[config.mk]
export PLATFORM = sky130hd
export DESIGN_NAME = dc_decimator
export DESIGN_NICKNAME = d
export VERILOG_FILES = /design/src/rtl/dc_decimator.sv
export SDC_FILE = /design/constraint.sdc
export NUM_CORES = 1
export LEC_CHECK = 0
export CAP_MARGIN = 30
export CORE_MARGIN = 1.5
export CORE_UTILIZATION = 35
export CTS_BUF_LIST = sky130_fd_sc_hd__clkbuf_4
export DETAILED_ROUTE_END_ITERATION = 6
export PLACE_DENSITY_LB_ADDON = 0.05
export SLEW_MARGIN = 15
export SYNTH_ARGS = -nofsm -noshare
export SYNTH_HDL_FRONTEND = slang
export SYNTH_SLANG_ARGS = --single-unit
[constraint.sdc]
create_clock -name CLK_24M -period 4.5 [get_ports CLK_24M]
set_clock_uncertainty 0.2 [all_clocks]
set_input_delay 0.675 -clock CLK_24M [delete_from_list [all_inputs] [get_ports CLK_24M]]
set_output_delay 0.675 -clock CLK_24M [all_outputs]
set_load 0.02 [all_outputs]
[src/rtl/dc_decimator.sv]
// dc_decimator
//   Decimating averager for the DC-removal filter output. Sums 2^DEC_LOG2
//   consecutive Q9.23 samples (one per enable_3M strobe). Divides the sum by
//   the sample count with an arithmetic shift and saturates the result to a
//   Q9.7 16-bit word. Each result is pushed into a 2-entry FIFO, which is read
//   by the consumer through a valid/ready handshake.
//
//   Build option: define DC_DECIM_ROUND_EN to round half-up before the
//   shift. Without it the shift truncates toward minus infinity. Saturation
//   is present in both builds.
//
//   Ports
//     CLK_24M    in   system clock, rising edge
//     reset      in   asynchronous reset, active low
//     enable_3M  in   one-cycle sample strobe
//     filter_in  in   [31:0] signed Q9.23 sample, valid when enable_3M=1
//     sync       in   synchronous frame restart (drops the partial sum)
//     out_data   out  [15:0] signed Q9.7 result at the FIFO head
//     out_valid  out  FIFO non-empty
//     out_ready  in   consumer takes out_data this cycle
//     overrun    out  sticky, set when a result is dropped on a full FIFO
//     ovr_clr    in   synchronous clear of overrun (a new drop wins)
module dc_decimator #(
  parameter int DEC_LOG2 = 3
) (
  input  logic               CLK_24M,
  input  logic               reset,
  input  logic               enable_3M,
  input  logic signed [31:0] filter_in,
  input  logic               sync,
  output logic signed [15:0] out_data,
  output logic               out_valid,
  input  logic               out_ready,
  output logic               overrun,
  input  logic               ovr_clr
);

  localparam int DATA_W = 32;
  localparam int OUT_W  = 16;
  localparam int ACC_W  = DATA_W + DEC_LOG2 + 1;
  localparam int SHIFT  = DEC_LOG2 + 16;
  localparam int QUO_W  = ACC_W - SHIFT;
  localparam logic [DEC_LOG2-1:0] CNT_LAST = '1;
`ifdef DC_DECIM_ROUND_EN
  localparam logic signed [ACC_W-1:0] RND_BIAS = ACC_W'(1) << (SHIFT - 1);
`endif

  // The upper bits of the sum are the floor of the division. This is the
  // same result as an arithmetic right shift by SHIFT.
  function automatic logic signed [QUO_W-1:0] round_shift(input logic signed [ACC_W-1:0] s);
    logic signed [ACC_W-1:0] r;
`ifdef DC_DECIM_ROUND_EN
    r = s + RND_BIAS;
`else
    r = s;
`endif
    return r[ACC_W-1:SHIFT];
  endfunction

  // The quotient has one bit more than the output word. If its top two bits
  // differ, the value is outside the Q9.7 range.
  function automatic logic signed [OUT_W-1:0] sat_q97(input logic signed [QUO_W-1:0] q);
    if (q[QUO_W-1] != q[OUT_W-1])
      return q[QUO_W-1] ? {1'b1, {(OUT_W-1){1'b0}}} : {1'b0, {(OUT_W-1){1'b1}}};
    return q[OUT_W-1:0];
  endfunction

  logic signed [ACC_W-1:0]  acc_p0;
  logic [DEC_LOG2-1:0]      cnt_p0;
  logic signed [ACC_W-1:0]  in_ext_p0;
  logic signed [ACC_W-1:0]  sum_p0;
  logic signed [OUT_W-1:0]  res_p0;
  logic                     vld_p0;

  logic signed [OUT_W-1:0]  fifo0_p1;
  logic signed [OUT_W-1:0]  fifo1_p1;
  logic [1:0]               count_p1;
  logic                     pop;
  logic                     push;
  logic                     drop;

  // ---- stage p0: accumulate, dump, convert ----
  always_comb begin
    in_ext_p0 = {{(ACC_W-DATA_W){filter_in[DATA_W-1]}}, filter_in};
    sum_p0    = acc_p0 + in_ext_p0;
    vld_p0    = enable_3M && !sync && (cnt_p0 == CNT_LAST);
    res_p0    = sat_q97(round_shift(sum_p0));
  end

  always_ff @(posedge CLK_24M or negedge reset) begin
    if (!reset) begin
      acc_p0 <= '0;
      cnt_p0 <= '0;
    end else if (sync) begin
      // A strobe that arrives with sync is the first sample of the new frame.
      acc_p0 <= enable_3M ? in_ext_p0 : '0;
      cnt_p0 <= enable_3M ? DEC_LOG2'(1) : '0;
    end else if (enable_3M) begin
      if (cnt_p0 == CNT_LAST) begin
        acc_p0 <= '0;
        cnt_p0 <= '0;
      end else begin
        acc_p0 <= sum_p0;
        cnt_p0 <= cnt_p0 + DEC_LOG2'(1);
      end
    end
  end

  // ---- stage p1: 2-entry output FIFO (entry 0 is the head) ----
  always_comb begin
    out_valid = (count_p1 != 2'd0);
    out_data  = fifo0_p1;
    pop       = out_valid && out_ready;
    push      = vld_p0 && ((count_p1 != 2'd2) || pop);
    drop      = vld_p0 && (count_p1 == 2'd2) && !pop;
  end

  always_ff @(posedge CLK_24M or negedge reset) begin
    if (!reset) begin
      count_p1 <= 2'd0;
      fifo0_p1 <= '0;
      fifo1_p1 <= '0;
    end else begin
      unique case ({push, pop})
        2'b10: begin
          if (count_p1 == 2'd0) fifo0_p1 <= res_p0;
          else                  fifo1_p1 <= res_p0;
          count_p1 <= count_p1 + 2'd1;
        end
        2'b01: begin
          fifo0_p1 <= fifo1_p1;
          count_p1 <= count_p1 - 2'd1;
        end
        2'b11: begin
          if (count_p1 == 2'd1) begin
            fifo0_p1 <= res_p0;
          end else begin
            fifo0_p1 <= fifo1_p1;
            fifo1_p1 <= res_p0;
          end
        end
        default: ;
      endcase
    end
  end

  always_ff @(posedge CLK_24M or negedge reset) begin
    if (!reset)       overrun <= 1'b0;
    else if (drop)    overrun <= 1'b1;
    else if (ovr_clr) overrun <= 1'b0;
  end

endmodule

==> summary.md <==
| Metric | Value |
|---|---|
| Post-synth ARST share | `100%` |
| Root Driver | `clkbuf_4` |
| First-pass GRT wire length | `26000 µm` |
| Die Wd | `129 µm` |
| Maximum Capacitance Violations | `0` |
| Starting Density | `36.0%` |
| Critical path's top delay family | `compound AO/OA/AOI/OAI gates` |
| Power Internal | `1640 µW` |
| Placed Area | `6310 µm²` |
| Crit-path max FO | `15` |
| Most common cell after layout, fill and taps aside | `nand2_1` |
| Clock Pin Slew Worst Setup and Hold Paths | `0.12 ns` |
| Area Growth Syn to Fin | `16.9%` |
| Status | `finished, final reports clean` |
| Flops & latches, synth | `74` |
| Post-Syn Nets | `718` |
| Combinational share of power | `54.1%` |
| Worst-Skew Late Latency | `0.46 ns` |
| Share of cells above drive strength 1 | `8.12%` |
| Power Density | `441 nW/µm²` |
| Final Cycle Share | `85.2%` |
| WL/cell | `17.3 µm` |
| WS Path Type | `in -> reg` |
| Routability cong. | `0.857` |
| H-tree levels | `3` |
| Fillers | `1539` |
| Multi-input logic area | `3460 µm²` |
| Core ar. | `15300 µm²` |
| Critical path cell sequence | `clkdlybuf4s50_1 > ha_1 > fa_1 > a211oi_1 > o211ai_1 > nand4bb_1 > a31oi_1 > o21ai_1 > o311a_1 > nand3_1 > buf_4 > a211o_1 > a21oi_1` |
| Rows | `45` |
| Worst path slowest cell | `clkdlybuf4s50_1` |
| CTS buffer count | `9` |
| # clock sinks | `74` |
| I/O pin count | `56` |
| Startpoint Class | `input port` |
| Final net count | `764` |
| Fmax | `261 MHz` |
| Syn Inst Count | `639` |
| Crit path DAT | `4.02 ns` |
| Psw | `1200 µW` |
| Min-Delay Path Class | `reg -> reg` |
| Syn_area_per_cell | `8.64 µm²` |
| Fin. max-slew vios | `0` |
| Vias | `5010` |
| Clock power frac | `15.0%` |
| Min Clock Period, post-route | `3.84 ns` |
| Slew margin rel. | `42.6%` |
| Worst path bufs/invs | `2` |
| Post-synthesis cell type count | `70` |
| Vias/cell | `5.55` |
| Die height | `129 µm` |
| Initial antenna violation count | `1` |
| CP endpoint kind | `register` |
| Gr ovfl total | `0` |
| Final hold violations | `0` |
| Register area share after synthesis | `33.5%` |
| Ys Warns | `0` |
| Post-synthesis cell area | `5520 µm²` |
| Drt pass-1 iters | `4` |
| Most frequent cells in the layout | `78 x nand2_1, 74 x dfrtp_1, 58 x o21ai_0` |
| Detail Placement HPWL | `11400 µm` |
| Critical path required time | `4.69 ns` |
| Design area | `6450 µm²` |
| CTS max path bufs | `2` |
| Total global-route track usage | `20.0%` |
| Total power | `2840 µW` |
| Die Footprint | `16500 µm²` |
| Crit-path max cell delay | `0.43 ns` |
| Synth Flop Type | `dfrtp_1` |
| Area occupied by registers | `1850 µm²` |
| Vias in the first global route | `4940` |
| Worst vdd ir | `119 µV` |
| IO buf count | `55` |
| Post-route DRC | `0` |
| Core Util, Final | `42.1%` |
| Final setup fails | `0` |
| Seq pwr share | `31.0%` |
| EDFF count, synth | `0` |
| Tightest Pin Transition | `0.859 ns` |
| Leakage | `0.00292 µW` |
| Antenna-violating nets left | `0` |
| TNS Setup | `0 ns` |
| DR iter-0 viols | `333` |
| Unrepaired setup endpoints after global routing | `no` |
| Sw Ratio | `42.2%` |
| Final wirelength | `15600 µm` |
| Hold WS | `0.296 ns` |
| Largest net degree at the start of global routing | `44` |
| CTS tree | `built` |
==> cells by family after synthesis <==
family / count (synthesis) / share of synthesized area (%)
mux: 7 / 1.36
xor+xnor: 33 / 5.24
simple gates: 180 / 15.4
buf+inv: 50 / 3.78
flops: 74 / 33.5
fa+ha+maj: 44 / 10.0
compound gates: 251 / 30.6
==> registers in the layout, summed over array words and instances (netlist names) <==
signal	cells
acc_p0	36
overrun	1
fifo1_p1	16
count_p1	2
cnt_p0	3
out_data	16
==> layer usage <==
metal | GRT usage, % | wire [µm] | vias to the layer above
met5 | 0 | 0 | -
met4 | 6.74 | 249 | 0
met3 | 2.66 | 636 | 17
met2 | 33.3 | 7360 | 99
met1 | 26.8 | 7330 | 2429
li1 | - | - | 2465
==> final cells by class <==
cell class | count | share of cell area, %
inverter | 12 | 0.698
antenna | 1 | 0.0388
tap | 211 | 4.09
sequential | 74 | 28.7
timing repair buffer | 73 | 10.8
clock buffer | 9 | 1.05
multi-input combinational | 515 | 53.7
clock inverter | 7 | 0.931
==> Yosys cell counts (all sizes together), types with 11 or more instances <==
master	n	area, µm²
nand2	78	293
dfrtp	74	1850
o21ai	65	329
a21oi	52	264
a22o	45	394
ha	40	500
nor2	36	135
clkbuf	29	109
a21o	25	193
xnor2	22	193
inv	12	45.0
nand3	12	60.1
xor2	11	96.3
==> final timing paths <==
check | start | endpoint | slack (ns) | cells after the start
worst max-delay path | filter_in[0] | out_data[4] | 0.66 | 13
worst max register to register | acc_p0[0] | out_data[4] | 0.95 | 12
worst min register to register | fifo1_p1[3] | fifo1_p1[3] | 0.30 | 2
min in group asynchronous | reset | fifo1_p1[1] | 0.52 | 2
worst min-delay path | fifo1_p1[3] | fifo1_p1[3] | 0.30 | 2
max in group asynchronous | reset | acc_p0[4] | 2.98 | 3
==> per-stage QoR <==
step	setup WS, ns	std cells
after CTS	0.673	901
after global routing	0.415	902
after detailed placement	0.204	884
final	0.665	902
after global placement	0.265	883
after floorplan	1.01	639
==> worst reg2reg max path, cell delays in order (launching register included) <==
cell,delay [ns]
dfrtp_1,0.40
ha_1,0.21
fa_1,0.43
a211oi_1,0.29
o211ai_1,0.21
nand4bb_1,0.17
a31oi_1,0.18
o21ai_1,0.32
o311a_1,0.34
nand3_1,0.10
buf_4,0.21
a211o_1,0.31
a21oi_1,0.11
==> power by group through the flow <==
stage               Combinational (µW)  Clock [µW]  Sequential, µW
finish                            1540         426             880
global route                      1700         470             900
CTS                               1550         443             882
detailed placement                1530           0             896
global placement                  1530           0             891
floorplan                          962           0             961
==> timing repair <==
| action | 4_1_cts | 5_1_grt |
|---|---|---|
| hold endpoints to repair | 36 | 0 |
| setup endpoints to repair | 0 | 0 |
| setup buffers | 0 | 0 |
| resized for setup | 0 | 0 |
| hold buffers | 1 | 0 |
No activity file was read; power rests on OpenSTA's default activity.
